[src/rtl/aurora_tx_pkg.sv]
// Shared types and constants for the Aurora AXIS transmit arbiter.
package aurora_tx_pkg;

    // Arbiter FSM: waiting for a request, streaming a packet, inter-packet gap.
    typedef enum logic [1:0] {
        ST_IDLE = 2'd0,
        ST_PKT  = 2'd1,
        ST_GAPW = 2'd2
    } state_t;

    // Default packet length limit before the grant is forcibly released.
    localparam int MAXBEATS_DEF = 512;

    // Mux select value meaning "no source granted".
    localparam logic [2:0] SEL_IDLE = 3'b100;

endpackage

[src/rtl/aurora_axi_tx_arb_if.sv]
// Bundle of AXIS request/handshake signals between the sources, the arbiter
// and the downstream tx mux.
interface aurora_axi_tx_arb_if #(
    parameter int ETHCOUNT = 4
);
    logic [ETHCOUNT-1:0] s_tvalid;
    logic [ETHCOUNT-1:0] s_tlast;
    logic                m_tready;
    logic [2:0]          axis_s_sel;
    logic [ETHCOUNT-1:0] grant;
    logic                busy;
    logic [ETHCOUNT-1:0] overrun;
    logic                overrun_clr;

    // Arbiter side: sees requests, drives the select and status.
    modport slave (
        input  s_tvalid, s_tlast, m_tready, overrun_clr,
        output axis_s_sel, grant, busy, overrun
    );

    // Source/host side: drives requests, observes the select and status.
    modport master (
        output s_tvalid, s_tlast, m_tready, overrun_clr,
        input  axis_s_sel, grant, busy, overrun
    );
endinterface

[src/rtl/rr_pick.sv]
// Combinational round-robin search: first requesting index strictly after
// 'last', scanning upward with wrap-around.
module rr_pick #(
    parameter int N = 4
) (
    input  logic [N-1:0] req,
    input  logic [1:0]   last,
    output logic [1:0]   idx,
    output logic         hit
);

    // Scan candidates last+1 .. last+N; the first hit wins, so ties cannot occur.
    always_comb begin
        idx = '0;
        hit = 1'b0;
        for (int k = 1; k <= N; k++) begin
            if (!hit && req[(int'(last) + k) % N]) begin
                hit = 1'b1;
                idx = 2'((int'(last) + k) % N);
            end
        end
    end

endmodule

[src/rtl/aurora_axi_tx_arb.sv]
// Packet-level round-robin arbiter selecting one of ETHCOUNT AXIS sources
// for the shared Aurora tx mux. A grant is held from the first beat until
// tlast (or a forced release at MAXBEATS), followed by GAP idle cycles.
module aurora_axi_tx_arb
    import aurora_tx_pkg::*;
#(
    parameter int ETHCOUNT = 4,
    parameter int MAXBEATS = MAXBEATS_DEF,
    parameter int GAP      = 1
) (
    input  logic                 clk,
    input  logic                 rst,
    aurora_axi_tx_arb_if.slave   bus
);

    localparam int CW = $clog2(MAXBEATS + 1);

    state_t              state, state_n;
    logic [ETHCOUNT-1:0] grant_q, grant_n;
    logic [ETHCOUNT-1:0] ovr_q, ovr_set;
    logic [2:0]          sel_q, sel_n;
    logic                busy_q, busy_n;
    logic [CW-1:0]       cnt_q, cnt_n;
    logic [1:0]          gap_q, gap_n;
    logic [1:0]          last_q, last_n;
    logic [1:0]          pick_idx;
    logic                pick_hit;
    logic                beat;
    logic                at_max;

    rr_pick #(.N(ETHCOUNT)) u_pick (
        .req  (bus.s_tvalid),
        .last (last_q),
        .idx  (pick_idx),
        .hit  (pick_hit)
    );

    // last_q always holds the index of the current (or most recent) grant.
    assign beat   = bus.s_tvalid[last_q] & bus.m_tready;
    assign at_max = (cnt_q + 1'b1) == CW'(MAXBEATS);

    // Next-state and next-output decode; outputs only change on state entry.
    always_comb begin
        // NOTE: every signal gets a default first so no path can infer a latch.
        state_n = state;
        grant_n = grant_q;
        sel_n   = sel_q;
        busy_n  = busy_q;
        cnt_n   = cnt_q;
        gap_n   = gap_q;
        last_n  = last_q;
        ovr_set = '0;
        case (state)
            ST_IDLE: begin
                if (pick_hit) begin
                    state_n = ST_PKT;
                    grant_n = ETHCOUNT'(1) << pick_idx;
                    sel_n   = {1'b0, pick_idx};
                    busy_n  = 1'b1;
                    last_n  = pick_idx;
                    cnt_n   = '0;
                end
            end
            ST_PKT: begin
                if (beat) begin
                    if (bus.s_tlast[last_q] || at_max) begin
                        // tlast on the limit beat is a normal end, not an overrun.
                        if (!bus.s_tlast[last_q]) ovr_set[last_q] = 1'b1;
                        grant_n = '0;
                        sel_n   = SEL_IDLE;
                        busy_n  = 1'b0;
                        cnt_n   = '0;
                        gap_n   = '0;
                        state_n = (GAP == 0) ? ST_IDLE : ST_GAPW;
                    end else begin
                        cnt_n = cnt_q + 1'b1;
                    end
                end
            end
            ST_GAPW: begin
                if (gap_q == 2'(GAP - 1)) state_n = ST_IDLE;
                else                      gap_n   = gap_q + 1'b1;
            end
            default: state_n = ST_IDLE;
        endcase
    end

    // State and registered outputs; reset aborts any packet without flagging overrun.
    always_ff @(posedge clk or posedge rst) begin
        // NOTE: sequential state uses non-blocking assignments only.
        if (rst) begin
            state   <= ST_IDLE;
            grant_q <= '0;
            sel_q   <= SEL_IDLE;
            busy_q  <= 1'b0;
            cnt_q   <= '0;
            gap_q   <= '0;
            last_q  <= 2'(ETHCOUNT - 1);
            ovr_q   <= '0;
        end else begin
            state   <= state_n;
            grant_q <= grant_n;
            sel_q   <= sel_n;
            busy_q  <= busy_n;
            cnt_q   <= cnt_n;
            gap_q   <= gap_n;
            last_q  <= last_n;
            // A new overrun beats a simultaneous clear.
            ovr_q   <= (ovr_q & {ETHCOUNT{~bus.overrun_clr}}) | ovr_set;
        end
    end

    assign bus.grant      = grant_q;
    assign bus.axis_s_sel = sel_q;
    assign bus.busy       = busy_q;
    assign bus.overrun    = ovr_q;

endmodule

[src/flat_wrapper.sv]
// flat-port wrapper written by rule: the top's interface ports become plain ports
module aurora_axi_tx_arb_flat import aurora_tx_pkg::*;
#(
    parameter int ETHCOUNT = 4,
    parameter int MAXBEATS = MAXBEATS_DEF,
    parameter int GAP      = 1
)
  (clk, rst, bus_s_tvalid, bus_s_tlast, bus_m_tready, bus_overrun_clr, bus_axis_s_sel, bus_grant, bus_busy, bus_overrun);
  aurora_axi_tx_arb_if #(.ETHCOUNT(ETHCOUNT)) bus_i ();
  input  logic clk;
  input  logic rst;
  input wire logic [$bits(bus_i.s_tvalid)-1:0] bus_s_tvalid;
  input wire logic [$bits(bus_i.s_tlast)-1:0] bus_s_tlast;
  input wire logic [$bits(bus_i.m_tready)-1:0] bus_m_tready;
  input wire logic [$bits(bus_i.overrun_clr)-1:0] bus_overrun_clr;
  output wire logic [$bits(bus_i.axis_s_sel)-1:0] bus_axis_s_sel;
  output wire logic [$bits(bus_i.grant)-1:0] bus_grant;
  output wire logic [$bits(bus_i.busy)-1:0] bus_busy;
  output wire logic [$bits(bus_i.overrun)-1:0] bus_overrun;
  assign bus_i.s_tvalid = bus_s_tvalid;
  assign bus_i.s_tlast = bus_s_tlast;
  assign bus_i.m_tready = bus_m_tready;
  assign bus_i.overrun_clr = bus_overrun_clr;
  assign bus_axis_s_sel = bus_i.axis_s_sel;
  assign bus_grant = bus_i.grant;
  assign bus_busy = bus_i.busy;
  assign bus_overrun = bus_i.overrun;
  aurora_axi_tx_arb #(.ETHCOUNT(ETHCOUNT), .MAXBEATS(MAXBEATS), .GAP(GAP)) u_core (.clk(clk), .rst(rst), .bus(bus_i));
endmodule
[config.mk]
export PLATFORM = sky130hd
export DESIGN_NAME = aurora_axi_tx_arb_flat
export DESIGN_NICKNAME = d
export VERILOG_FILES = /design/src/rtl/aurora_tx_pkg.sv /design/src/rtl/aurora_axi_tx_arb_if.sv /design/src/rtl/rr_pick.sv /design/src/rtl/aurora_axi_tx_arb.sv /design/src/flat_wrapper.sv
export SDC_FILE = /design/constraint.sdc
export NUM_CORES = 1
export LEC_CHECK = 0
export ABC_AREA = 1
export ABC_CLOCK_PERIOD_IN_PS = 1900
export CAP_MARGIN = 15
export CORE_ASPECT_RATIO = 2
export CORE_MARGIN = 4
export CORE_UTILIZATION = 50
export CTS_CLUSTER_SIZE = 30
export DETAILED_ROUTE_END_ITERATION = 8
export PLACE_DENSITY_LB_ADDON = 0.3
export SKIP_CTS_REPAIR_TIMING = 1
export SYNTH_ARGS = -nofsm -noshare
export SYNTH_HDL_FRONTEND = slang
export SYNTH_SLANG_ARGS = --single-unit
[constraint.sdc]
create_clock -name clk -period 1.9 [get_ports clk]
set_input_delay 0.475 -clock clk [delete_from_list [all_inputs] [get_ports clk]]
set_output_delay 0.475 -clock clk [all_outputs]
set_load 0.02 [all_outputs]
Yosys cells after proc, flatten, opt, wreduce, memory -nomap -nowiden
Cells that the tools add are included.
W data, S select, Z words.

operators by class
  add/sub/neg operators = 6
  order comparisons = 6
  eq/ne operators = 8
  shift-type cells = 1
  mux-type cells = 55
  bitwise gates (word level) = 8
  reduce and logical (&&, ||, !) cells = 21

operators with widths
  cell                     count
  $mux W10                 3
  $mux W4                  7
  $mux W2                  11
  $pmux W10 S2             1
  $mux W1                  18
  $lt A3 B4 Y1 const B     4
  $bmux W1 S2              6
  $reduce_and A4 Y1        3
  $add A10 B1 Y10 const B  1
  $eq A10 B10 Y1 const B   1
  $mux W3                  3
  $ne A2 B1 Y1 const B     4
  $pmux W4 S2              1
  $reduce_or A2 Y1         4
  $add A2 B1 Y2 const B    3
  $pmux W2 S3              1
  $pmux W3 S2              1
  $add A2 B2 Y2 const B    2
  $and A1 B1 Y1 const A    4
  $and A4 B4 Y4            1
  $logic_and A1 B1 Y1      4
  $logic_not A2 Y1         2
  $or A4 B4 Y4             1
  $pmux W2 S2              1
  other kinds (15)         18

storage, ports and cells
  flip-flop bits (word level) = 28
  input bits = 12
  output and inout bits = 12
  logic and storage cells = 113

Depth between registers and ports, before layout
  depth after elaboration = 19
  depth in mapped cells = 14
  mapped depth without buffers = 13

Modules after synthesis
Synthesis repeated with hierarchy kept, for this count alone.

unflattened totals
  cells, all modules = 281
  area total of the unflattened synthesis = 1886.8 µm²

modules (own cells, without submodules)
  module             times used  cells an instance  area an instance (µm²)  sequential area each (µm²)
  aurora_axi_tx_arb  1           229                1615.3                  704.4
  rr_pick            1           52                 271.5                   0.0

Worst setup path before layout
No wires, ideal clock.

  path type = register -> register
  from = reg u_core.last_q[0]
  to = reg u_core.cnt_q[3]
  library setup time = 0.125 ns
  arrival time = 1.968 ns
  data required time = 1.775 ns
  path slack = -0.193 ns
  stages on the path, launching flop included = 12
  buffers on the path = 2
  period minus slack after synthesis = 2.093 ns
  path through = dfstp_2 -> buf_6 -> inv_6 -> ha_1 -> nand3_1 -> o21ai_4 -> nand4_4 -> nand2_4 -> nand2_8 -> buf_12 -> nand2_1 -> o22ai_2

on the way
  word-level cells in the longest chain between the ends = 16
  elaborated cells on any way between the ends = 38
  classes of those cells = 4 x add/sub; 2 x eq/ne; 23 x mux; 1 x bitwise; 8 x reduce/logical

ends and longest elaborated chain
  item                                         line                      text
  start: declaration                           aurora_axi_tx_arb.sv:25   logic [1:0] last_q, last_n;
  start signal: assignment                     aurora_axi_tx_arb.sv:98   last_q <= 2'(ETHCOUNT - 1);
  start signal: assignment                     aurora_axi_tx_arb.sv:107  last_q <= last_n;
  $add A2 B1 Y2                                rr_pick.sv:17             if (!hit && req[(int'(last) + k) % N]) begin
  $bmux W1 S2                                  rr_pick.sv:17
  $mux W1 (not written as such) (2 in series)  rr_pick.sv:17
  $mux W1                                      rr_pick.sv:17
  $logic_not A1 Y1                             rr_pick.sv:17
  $logic_and A1 B1 Y1                          rr_pick.sv:17
  $mux W1                                      rr_pick.sv:17
  $logic_not A1 Y1                             rr_pick.sv:17
  $logic_and A1 B1 Y1                          rr_pick.sv:17
  $mux W1                                      rr_pick.sv:17
  $logic_not A1 Y1                             rr_pick.sv:17
  $logic_and A1 B1 Y1                          rr_pick.sv:17
  $mux W1                                      rr_pick.sv:17
  $ne A2 B1 Y1 (no line)                       -
  $reduce_and A3 Y1 (no line)                  -
  end signal: assignment                       aurora_axi_tx_arb.sv:105  cnt_q <= cnt_n;
  end: declaration                             aurora_axi_tx_arb.sv:23   logic [CW-1:0] cnt_q, cnt_n;

Parallel ways exist; a longest one is shown, timed or not. The select of a mux whose other input is x is not followed.
A chain may end at the register's enable or synchronous reset.

Worst setup path after layout
  from = reg u_core.last_q[0]
  to = reg u_core.cnt_q[4]

Same word-level chain as after synthesis.

==> qor.txt <==
Outcome = complete, but fails checks
Violated checks = setup timing
Setup Viol. Count Final = 19
Synth Instances = 226
Setup ws final = -0.0650 ns
Post-route cell area = 2600 um^2
Root buf cell = clkbuf_8
Crit Path Class = reg2reg
GP Congestion = 0.783
Die area = 4940 um^2
Primary flip-flop cell chosen by synthesis mapping = dfrtp_1
Routed via count = 1731
CTS tree = yes
# DRC = 0
Largest family of logic cells by synthesized area = simple AND/OR/NAND/NOR gates
Die X = 51.7 um
Layout cells sized above 1 = 0.361
Yosys warns = 0
Final slew viol count = 0
Vias/cell = 5.31
Detailed Route Iter0 Violations = 26
Yosys top cell area share = 0.327
Layout Area Growth over Synthesis = 36.1%
H-tree levels = 1
Hold path start = u_core.bus.axis_s_sel[2]$_DFFE_PP1P_
P per Cell Area = 1690 nW/um^2
Setup TNS = -0.671 ns
Max-slew headroom = 0.741
Area of the multi-input gates = 1190 um^2
Yosys reg bits = 28
Worst r2r src = u_core.last_q[0]$_DFFE_PP1P_
# IOs = 24
Sequential share of the synthesized area = 0.368
Die Y = 95.5 um
Met3 Use GR = 0.0110
Core ar. = 3650 um^2
Syn Nets = 244
Most frequent cells in the layout = nand2_1, inv_1, dfrtp_1
Fin crit period = 1.97 ns
Fin crit share = 1.03
CP startpoint kind = register
Worst Tran Pin Value = 0.387 ns
Insertion delay to the later sink of the worst-skew pair = 0.28 ns
IO buf count = 23
Number of flops mapped to enable cells by yosys = 0
Met2 usage = 0.403
DR pass1 iterations = 4
Final nets = 296
Max Cap Viol = 0
# rows = 31
Clock Skews = 0.00259 ns
Hold WC Path Type = reg2reg
Global route overflow = 0
Crit path capture type = register
Synth Area in XOR/XNOR = 0.00916
Unrepaired setup endpoints after global routing = true
Largest net degree at the start of global routing = 29
Crit-path max FO = 6
Largest cells by area after synthesis = dfrtp_1, nand2_1, inv_1
Final hold viol count = 0
Async S/R FF share, synth = 1.00
WL final = 4.68 mm
Count of cell types in the netlist = 31
Dominant cell type by area after synthesis = dfrtp_1
DP Area = 2340 um^2
TritonCTS Sinks = 28
CTS buffer count = 3
Netlist Area Pre-Place = 1910 um^2
Simple-gate area share of the yosys netlist = 0.389
Leak = 1.25 nW
DR WL/cell = 14.4 um
Vias in the first global route = 1740
VDD IR-drop max = 1420 uV
Adder-cell area share of the yosys netlist = 0.0392
FF/Latch Area = 704 um^2
Initial antenna violation count = 0
First-pass GRT wire length = 7.19 mm
Initial Util = 0.525
Max frequency = 0.509 GHz
Clock tree buffer depth = 2
Critical path launch point = u_core.last_q[0]$_DFFE_PP1P_
Total GRT Usage = 0.191
Antenna Nets Post-Route = 0
Met1 Usage GRT = 0.163
Avg Cell Area, Syn = 8.46 um^2
Post-synthesis mux area share = 0
Most Crowded Layer GR = met2
Most common cell after layout, fill and taps aside = nand2_1
Antenna Cells = 0
Compound-Gate Fraction of Synth Area = 0.107
Final Power = 4.39 mW
Fill cells = 292
Worst EP required = 2.07 ns
Worst Path Arrival = 2.14 ns
Detailed Place HPWL = 3.48 mm
Clock slew at reported path FFs = 0.10 ns
-- worst paths after layout --
kind                                                             end  slack [ns]  depth (start not counted)
min in group asynchronous                u_core.cnt_q[9]$_DFFE_PP0P_        0.56                          3
worst max-delay path                     u_core.cnt_q[4]$_DFFE_PP0P_       -0.07                         12
worst min-delay path            u_core.bus.axis_s_sel[2]$_DFFE_PP1P_        0.48                          2
max in group asynchronous               u_core.last_q[1]$_DFFE_PP1P_        1.03                          3
worst max register to register           u_core.cnt_q[4]$_DFFE_PP0P_       -0.07                         12
worst min register to register  u_core.bus.axis_s_sel[2]$_DFFE_PP1P_        0.48                          2
-- stage by stage --
| step | hold WS [ns] | cells | utilization | setup WS, ns |
|---|---|---|---|---|
| final | 0.480 | 326 | 0.714 | -0.0650 |
| after global routing | 0.498 | 326 | 0.714 | -0.166 |
| after floorplan | 0.469 | 226 | - | -0.0240 |
| after detailed placement | 0.460 | 316 | 0.643 | -0.244 |
| after CTS | 0.475 | 320 | 0.662 | -0.0733 |
| after global placement | 0.452 | 316 | 0.643 | -0.222 |
-- power breakdown --
| group | internal (mW) | leakage, nW | switching [mW] |
|---|---|---|---|
| Clock | 0.282 | 0.0357 | 0.191 |
| Combinational | 1.27 | 0.846 | 1.75 |
| Sequential | 0.769 | 0.366 | 0.129 |
-- per-layer routing --
layer  up-vias  routed length (um)
met5         -                   0
li1        842                   -
met1       842                1450
met2        33                2990
met4         0                 187
met3        14                  55
-- kinds of logic after synthesis --
| logic type | Yosys count |
|---|---|
| xor gates and xnor gates | 2 |
| adders and majority gates | 6 |
| and+or+nand+nor | 130 |
| DFF | 28 |
| buffers and inverters | 34 |
| AOI/OAI and AO/OA | 26 |
-- Yosys cell counts, types with 4 or more instances --
library cell  instances
nand4_1               7
nand3_1              18
a21oi_1               4
o21ai_0               7
dfrtp_1              25
nand2_1              64
nand2_4               8
nor2_1                8
nand3_2               7
inv_1                28
o22ai_2               6
ha_1                  6
nand2_2               8
-- cell type report --
class,count,share of cell area
Multi-Input combinational cell,166,0.458
Sequential cell,28,0.271
Timing Repair Buffer,48,0.167
Inverter,31,0.0533
Tap cell,49,0.0235
Clock buffer,3,0.0159
Clock inverter,1,0.0115
-- sequential cells by signal (all words and copies together) (netlist names) --
| signal | cells |
|---|---|
| u_core.bus.busy | 1 |
| u_core.gap_q | 2 |
| u_core.cnt_q | 10 |
| u_core.bus.grant | 4 |
| u_core.last_q | 2 |
| u_core.bus.overrun | 4 |
| u_core.state | 2 |
| u_core.bus.axis_s_sel | 3 |
-- worst max-delay path, stage by stage, from the launching register on --
cell	delay, ns
dfstp_2	0.64
inv_8	0.04
ha_4	0.33
inv_4	0.05
nand2_4	0.07
nand2_4	0.07
inv_4	0.06
nand4_4	0.10
nand2_8	0.15
nand2_8	0.09
buf_4	0.14
nand2_2	0.05
o22ai_2	0.06
No activity file was read; power rests on OpenSTA's default activity.
